### src/rtl/param_udc_pkg.sv
// Shared types and constants for the parameterised up/down counter.
package param_udc_pkg;

    // Behaviour when a step runs past the bound of the count range.
    typedef enum logic {
        UDC_WRAP = 1'b0,
        UDC_SAT  = 1'b1
    } udc_mode_t;

    // Encoding of the up_down input.
    localparam logic UDC_UP   = 1'b1;
    localparam logic UDC_DOWN = 1'b0;

endpackage

### src/rtl/udc_prescaler.sv
// Step-rate divider for the up/down counter. Produces one tick every
// PRESCALE enabled cycles. Only instantiated when UDC_PRESCALE_EN is defined.
module udc_prescaler #(
    parameter int PRESCALE = 4
) (
    input  logic clock,
    input  logic reset,
    input  logic enable,
    input  logic clear,
    output logic tick
);

    localparam int            CW   = $clog2(PRESCALE);
    localparam logic [CW-1:0] LAST = CW'(PRESCALE - 1);

    logic [CW-1:0] phase;

    // A clear cycle never ticks; it only restarts the phase.
    assign tick = enable && !clear && (phase == LAST);

    // Phase counter: cleared by reset or clear, advances on enabled cycles.
    always_ff @(posedge clock) begin
        if (!reset) begin
            phase <= '0;
        end else if (clear) begin
            phase <= '0;
        end else if (enable) begin
            phase <= tick ? '0 : phase + CW'(1);
        end
    end

endmodule

### src/rtl/param_up_down_counter.sv
// Parameterised up/down counter with runtime limit, wrap/saturate mode,
// parallel load, bound flags and registered overflow/underflow pulses.
// Optional step prescaler compiled in with the UDC_PRESCALE_EN macro.
module param_up_down_counter
    import param_udc_pkg::*;
#(
    parameter int               WIDTH       = 4,
    parameter logic [WIDTH-1:0] RESET_VALUE = '0,
    parameter int               PRESCALE    = 4
) (
    input  logic             clock,
    input  logic             reset,
    input  logic             enable,
    input  logic             up_down,
    input  logic             load,
    input  logic [WIDTH-1:0] load_value,
    input  logic [WIDTH-1:0] limit,
    input  logic             mode,
    output logic [WIDTH-1:0] count,
    output logic             at_max,
    output logic             at_zero,
    output logic             ovf,
    output logic             udf
);

    logic             step;
    logic [WIDTH-1:0] count_next;
    logic             ovf_next;
    logic             udf_next;
    udc_mode_t        step_mode;

`ifdef UDC_PRESCALE_EN
    logic tick;

    udc_prescaler #(
        .PRESCALE (PRESCALE)
    ) u_prescaler (
        .clock  (clock),
        .reset  (reset),
        .enable (enable),
        .clear  (load),
        .tick   (tick)
    );

    assign step = enable && !load && tick;
`else
    assign step = enable && !load;
`endif

    assign step_mode = udc_mode_t'(mode);
    assign at_max    = (count >= limit);
    assign at_zero   = (count == '0);

    // Next-count selection: load beats step; bounds are checked before any
    // arithmetic so the natural 2^WIDTH rollover can never happen.
    always_comb begin
        count_next = count;
        ovf_next   = 1'b0;
        udf_next   = 1'b0;
        if (load) begin
            count_next = (load_value > limit) ? limit : load_value;
        end else if (step) begin
            if (up_down == UDC_UP) begin
                if (count < limit) begin
                    count_next = count + WIDTH'(1);
                end else begin
                    count_next = (step_mode == UDC_SAT) ? limit : '0;
                    ovf_next   = 1'b1;
                end
            end else if (up_down == UDC_DOWN) begin
                if (count != '0) begin
                    count_next = count - WIDTH'(1);
                end else begin
                    count_next = (step_mode == UDC_SAT) ? '0 : limit;
                    udf_next   = 1'b1;
                end
            end
        end
    end

    // Single register stage for count and the event pulses.
    always_ff @(posedge clock) begin
        if (!reset) begin
            count <= RESET_VALUE;
            ovf   <= 1'b0;
            udf   <= 1'b0;
        end else begin
            count <= count_next;
            ovf   <= ovf_next;
            udf   <= udf_next;
        end
    end

endmodule
### config.mk
export PLATFORM = sky130hd
export DESIGN_NAME = param_up_down_counter
export DESIGN_NICKNAME = d
export VERILOG_FILES = /design/src/rtl/param_udc_pkg.sv /design/src/rtl/udc_prescaler.sv /design/src/rtl/param_up_down_counter.sv
export SDC_FILE = /design/constraint.sdc
export NUM_CORES = 1
export LEC_CHECK = 0
export CAP_MARGIN = 25
export CORE_MARGIN = 1.5
export CORE_UTILIZATION = 42
export CTS_CLUSTER_DIAMETER = 80
export DETAILED_ROUTE_END_ITERATION = 12
export GPL_TIMING_DRIVEN = 0
export HOLD_SLACK_MARGIN = 0.1
export PLACE_DENSITY = 0.74
export SYNTH_ARGS = -nofsm -noshare
export SYNTH_HDL_FRONTEND = slang
export SYNTH_SLANG_ARGS = --single-unit
### constraint.sdc
create_clock -name clock -period 1.75 [get_ports clock]
set_clock_uncertainty 0.05 [all_clocks]
set_input_delay 0.2625 -clock clock [delete_from_list [all_inputs] [get_ports clock]]
set_output_delay 0.2625 -clock clock [all_outputs]
set_load 0.1 [all_outputs]
==> run summary <==
Clock Path Buffers -> 2
DP Worst Slack -> -1510 ps
CP arrival -> 1720 ps
Largest net degree at the start of global routing -> 10
M3 GR Usage -> 5.49%
Final ANT Viol Nets -> 0
RSZ-0062 raised after global routing -> true
Max-cap violations -> 0
Area delta synth->final -> 82.2%
Setup violators final -> 6
GR Layer Usage met2 -> 53.9%
Primary FF master, synth -> dfxtp_1
Synth cell types -> 40
Number of port buffers -> 21
Ys Warns -> 0
Clk sinks -> 6
Worst setup margin -> -283 ps
M1 GR Usage -> 36.4%
Max transition margin -> 37.1%
Setup CP Type -> flip-flop to primary output
Worst-path clk slew -> 50 ps
First-pass GRT wire length -> 4520 µm
DR DRC count -> 0
Final core occ -> 82.2%
Most Crowded Layer GR -> met2
Worst-Margin Slew -> 947 ps
Worst-path cell chain -> ha_4, nor2b_4, o211a_1, nand2b_4, a41o_4, buf_12
DIE AREA -> 2140 µm²
Flop and latch count out of synthesis -> 6
Initial Utilization -> 45.1%
Syn avg cell area -> 7.72 µm²
Clock Tree Root -> clkbuf_4
H-Tree Depth -> 1
Row count -> 15
Failing checks -> negative setup slack
Crit-path slowest cell -> dfxtp_4
Status -> finished, violations left
I/O pins -> 22
Drt wl/cell -> 19.0 µm
Crit start category -> flip-flop
Nets -> 169
Max Clk Rate -> 492 MHz
Syn nets -> 126
Routed vias -> 1095
Min Tclk post-route -> 2030 ps
Die Wd -> 46.3 µm
Top delay family on crit path -> compound AO/OA/AOI/OAI gates
Worst VDD drop -> 696 µV
Ratio of cells with drive above 1 in the final layout -> 47.9%
Hold WC Path Type -> primary input to flip-flop
Post-synth EDFFs -> 0
Post-synthesis async set-or-reset flop share -> 0%
Vias in the first global route -> 977
Crit. End Element -> primary output
Iter 0 DRT Violations -> 64
Post-synthesis sequential area ratio -> 15.3%
Grt ovf -> 0
Global Route Usage Sum -> 29.7%
Min Hold Slack -> 377 ps
LEAKAGE -> 0.000589 µW
Antenna violations before repair -> 0
Drt total wl -> 3210 µm
Power density cells -> 805 nW/µm²
DP HPWL -> 1720 µm
Largest fanout on the critical path -> 2
Mapped Area -> 787 µm²
Post-synthesis cell count -> 102
Final count of hold timing violations -> 0
CTS buffer count -> 3
Core Footprint -> 1750 µm²
Final period util -> 116%
Crit path buf inv count -> 1
Slowest stage delay, CP -> 350 ps
Ant diodes -> 0
CTS tree -> built
Slew Limit Fails -> 0
RePlAce Congestion -> 0.826
Die Ht -> 46.3 µm
Via/cell ratio -> 6.48
Clock Latency Late Sink -> 250 ps
Critical Path RT -> 1440 ps
Drt first pass iters -> 4
flip-flops by register name, indices dropped and copies added (netlist names):
| name | cells |
|---|---|
| count | 4 |
| ovf | 1 |
| udf | 1 |
tightest hold or removal path: cells and delay by family:
| family | cells | cell delay, ps |
|---|---|---|
| buffers and inverters | 1 | 140 |
| AO/OA/AOI/OAI | 2 | 230 |
path summary, 6_finish.rpt:
path            start  endpoint  slack (ps)  depth (start not counted)
max          count[1]    at_max        -280                          6
min          limit[1]  count[1]         380                          3
max reg2reg  count[1]  count[0]        -230                          9
min reg2reg  count[3]  count[3]         540                          2
timing repair:
action	4_1_cts	5_1_grt
setup endpoints to repair	13	7
buffers inserted	11	7
gates resized for setup	64	19
hold buffers	0	0
pin swaps	12	9
cells by family (layout without fill, tap and decap cells):
family,after synthesis,count (layout),synth area share (%)
muxes,1,1,1.43
and+or+nand+nor,42,42,29.9
buffers and inverters,8,50,3.82
xor gates and xnor gates,2,2,2.23
DFF,6,6,15.3
adders and majority gates,10,10,15.9
AOI/OAI and AO/OA,33,33,31.5
where the power goes:
group / internal, µW / total (µW) / switching (µW)
Clock: 86.8 / 144 / 57.3
Combinational: 353 / 824 / 471
Sequential: 155 / 187 / 31.3
cells in the final DEF (no fill, tap or decap), drive strengths merged, types with 3 or more instances in the layout:
| cell | synthesis | layout |
|---|---|---|
| a21oi | 3 | 3 |
| a31oi | 3 | 3 |
| buf | 0 | 21 |
| clkbuf | 0 | 5 |
| clkdlybuf4s15 | 0 | 5 |
| clkdlybuf4s50 | 0 | 5 |
| dfxtp | 6 | 6 |
| dlygate4sd2 | 0 | 6 |
| ha | 10 | 10 |
| inv | 8 | 8 |
| nand2 | 10 | 10 |
| nand3 | 6 | 6 |
| nand4 | 4 | 4 |
| nor2 | 4 | 4 |
| nor2b | 4 | 4 |
| nor3 | 4 | 4 |
| o21ai | 4 | 4 |
| o31ai | 3 | 3 |
cell usage after synthesis, drive strengths merged (2+ instances only):
master | count | area, µm²
o211a | 2 | 20.0
a21oi | 3 | 15.0
inv | 8 | 30.0
nor3b | 2 | 15.0
nor3 | 4 | 20.0
a311oi | 2 | 17.5
o31ai | 3 | 22.5
nor2 | 4 | 15.0
o22ai | 2 | 12.5
a31oi | 3 | 18.8
nand4 | 4 | 25.0
nand3 | 6 | 30.0
o21ai | 4 | 20.0
ha | 10 | 125
a211oi | 2 | 15.0
a21o | 2 | 15.0
nor2b | 4 | 27.5
nand2 | 10 | 37.5
a2111oi | 2 | 17.5
dfxtp | 6 | 120
o41ai | 2 | 17.5
metrics by stage:
stage,power [µW],cell area (µm²),std cells,TNS [ps]
6_report,1150,1430,169,-1140
3_5_place_dp,763,1090,148,-5770
4_1_cts,1040,1320,163,-702
2_1_floorplan,614,845,102,-632
3_3_place_gp,756,1090,148,-5620
5_1_grt,1200,1430,169,-1360
final cells by class:
type	instances	area, µm²
repair buffers	38	354
well taps	25	31.3
multi-input cells	88	855
inverters	8	32.5
fillers	106	312
clock buffers	4	26.3
flip-flops and latches	6	135
layer usage:
| metal | wire length (µm) | vias to the layer above | part of all wire [%] |
|---|---|---|---|
| li1 | - | 493 | - |
| met1 | 1220 | 508 | 38 |
| met2 | 1600 | 83 | 50 |
| met3 | 311 | 11 | 9.7 |
| met4 | 82 | 0 | 2.6 |
| met5 | 0 | - | 0 |
(Power assumes the default switching activity.)
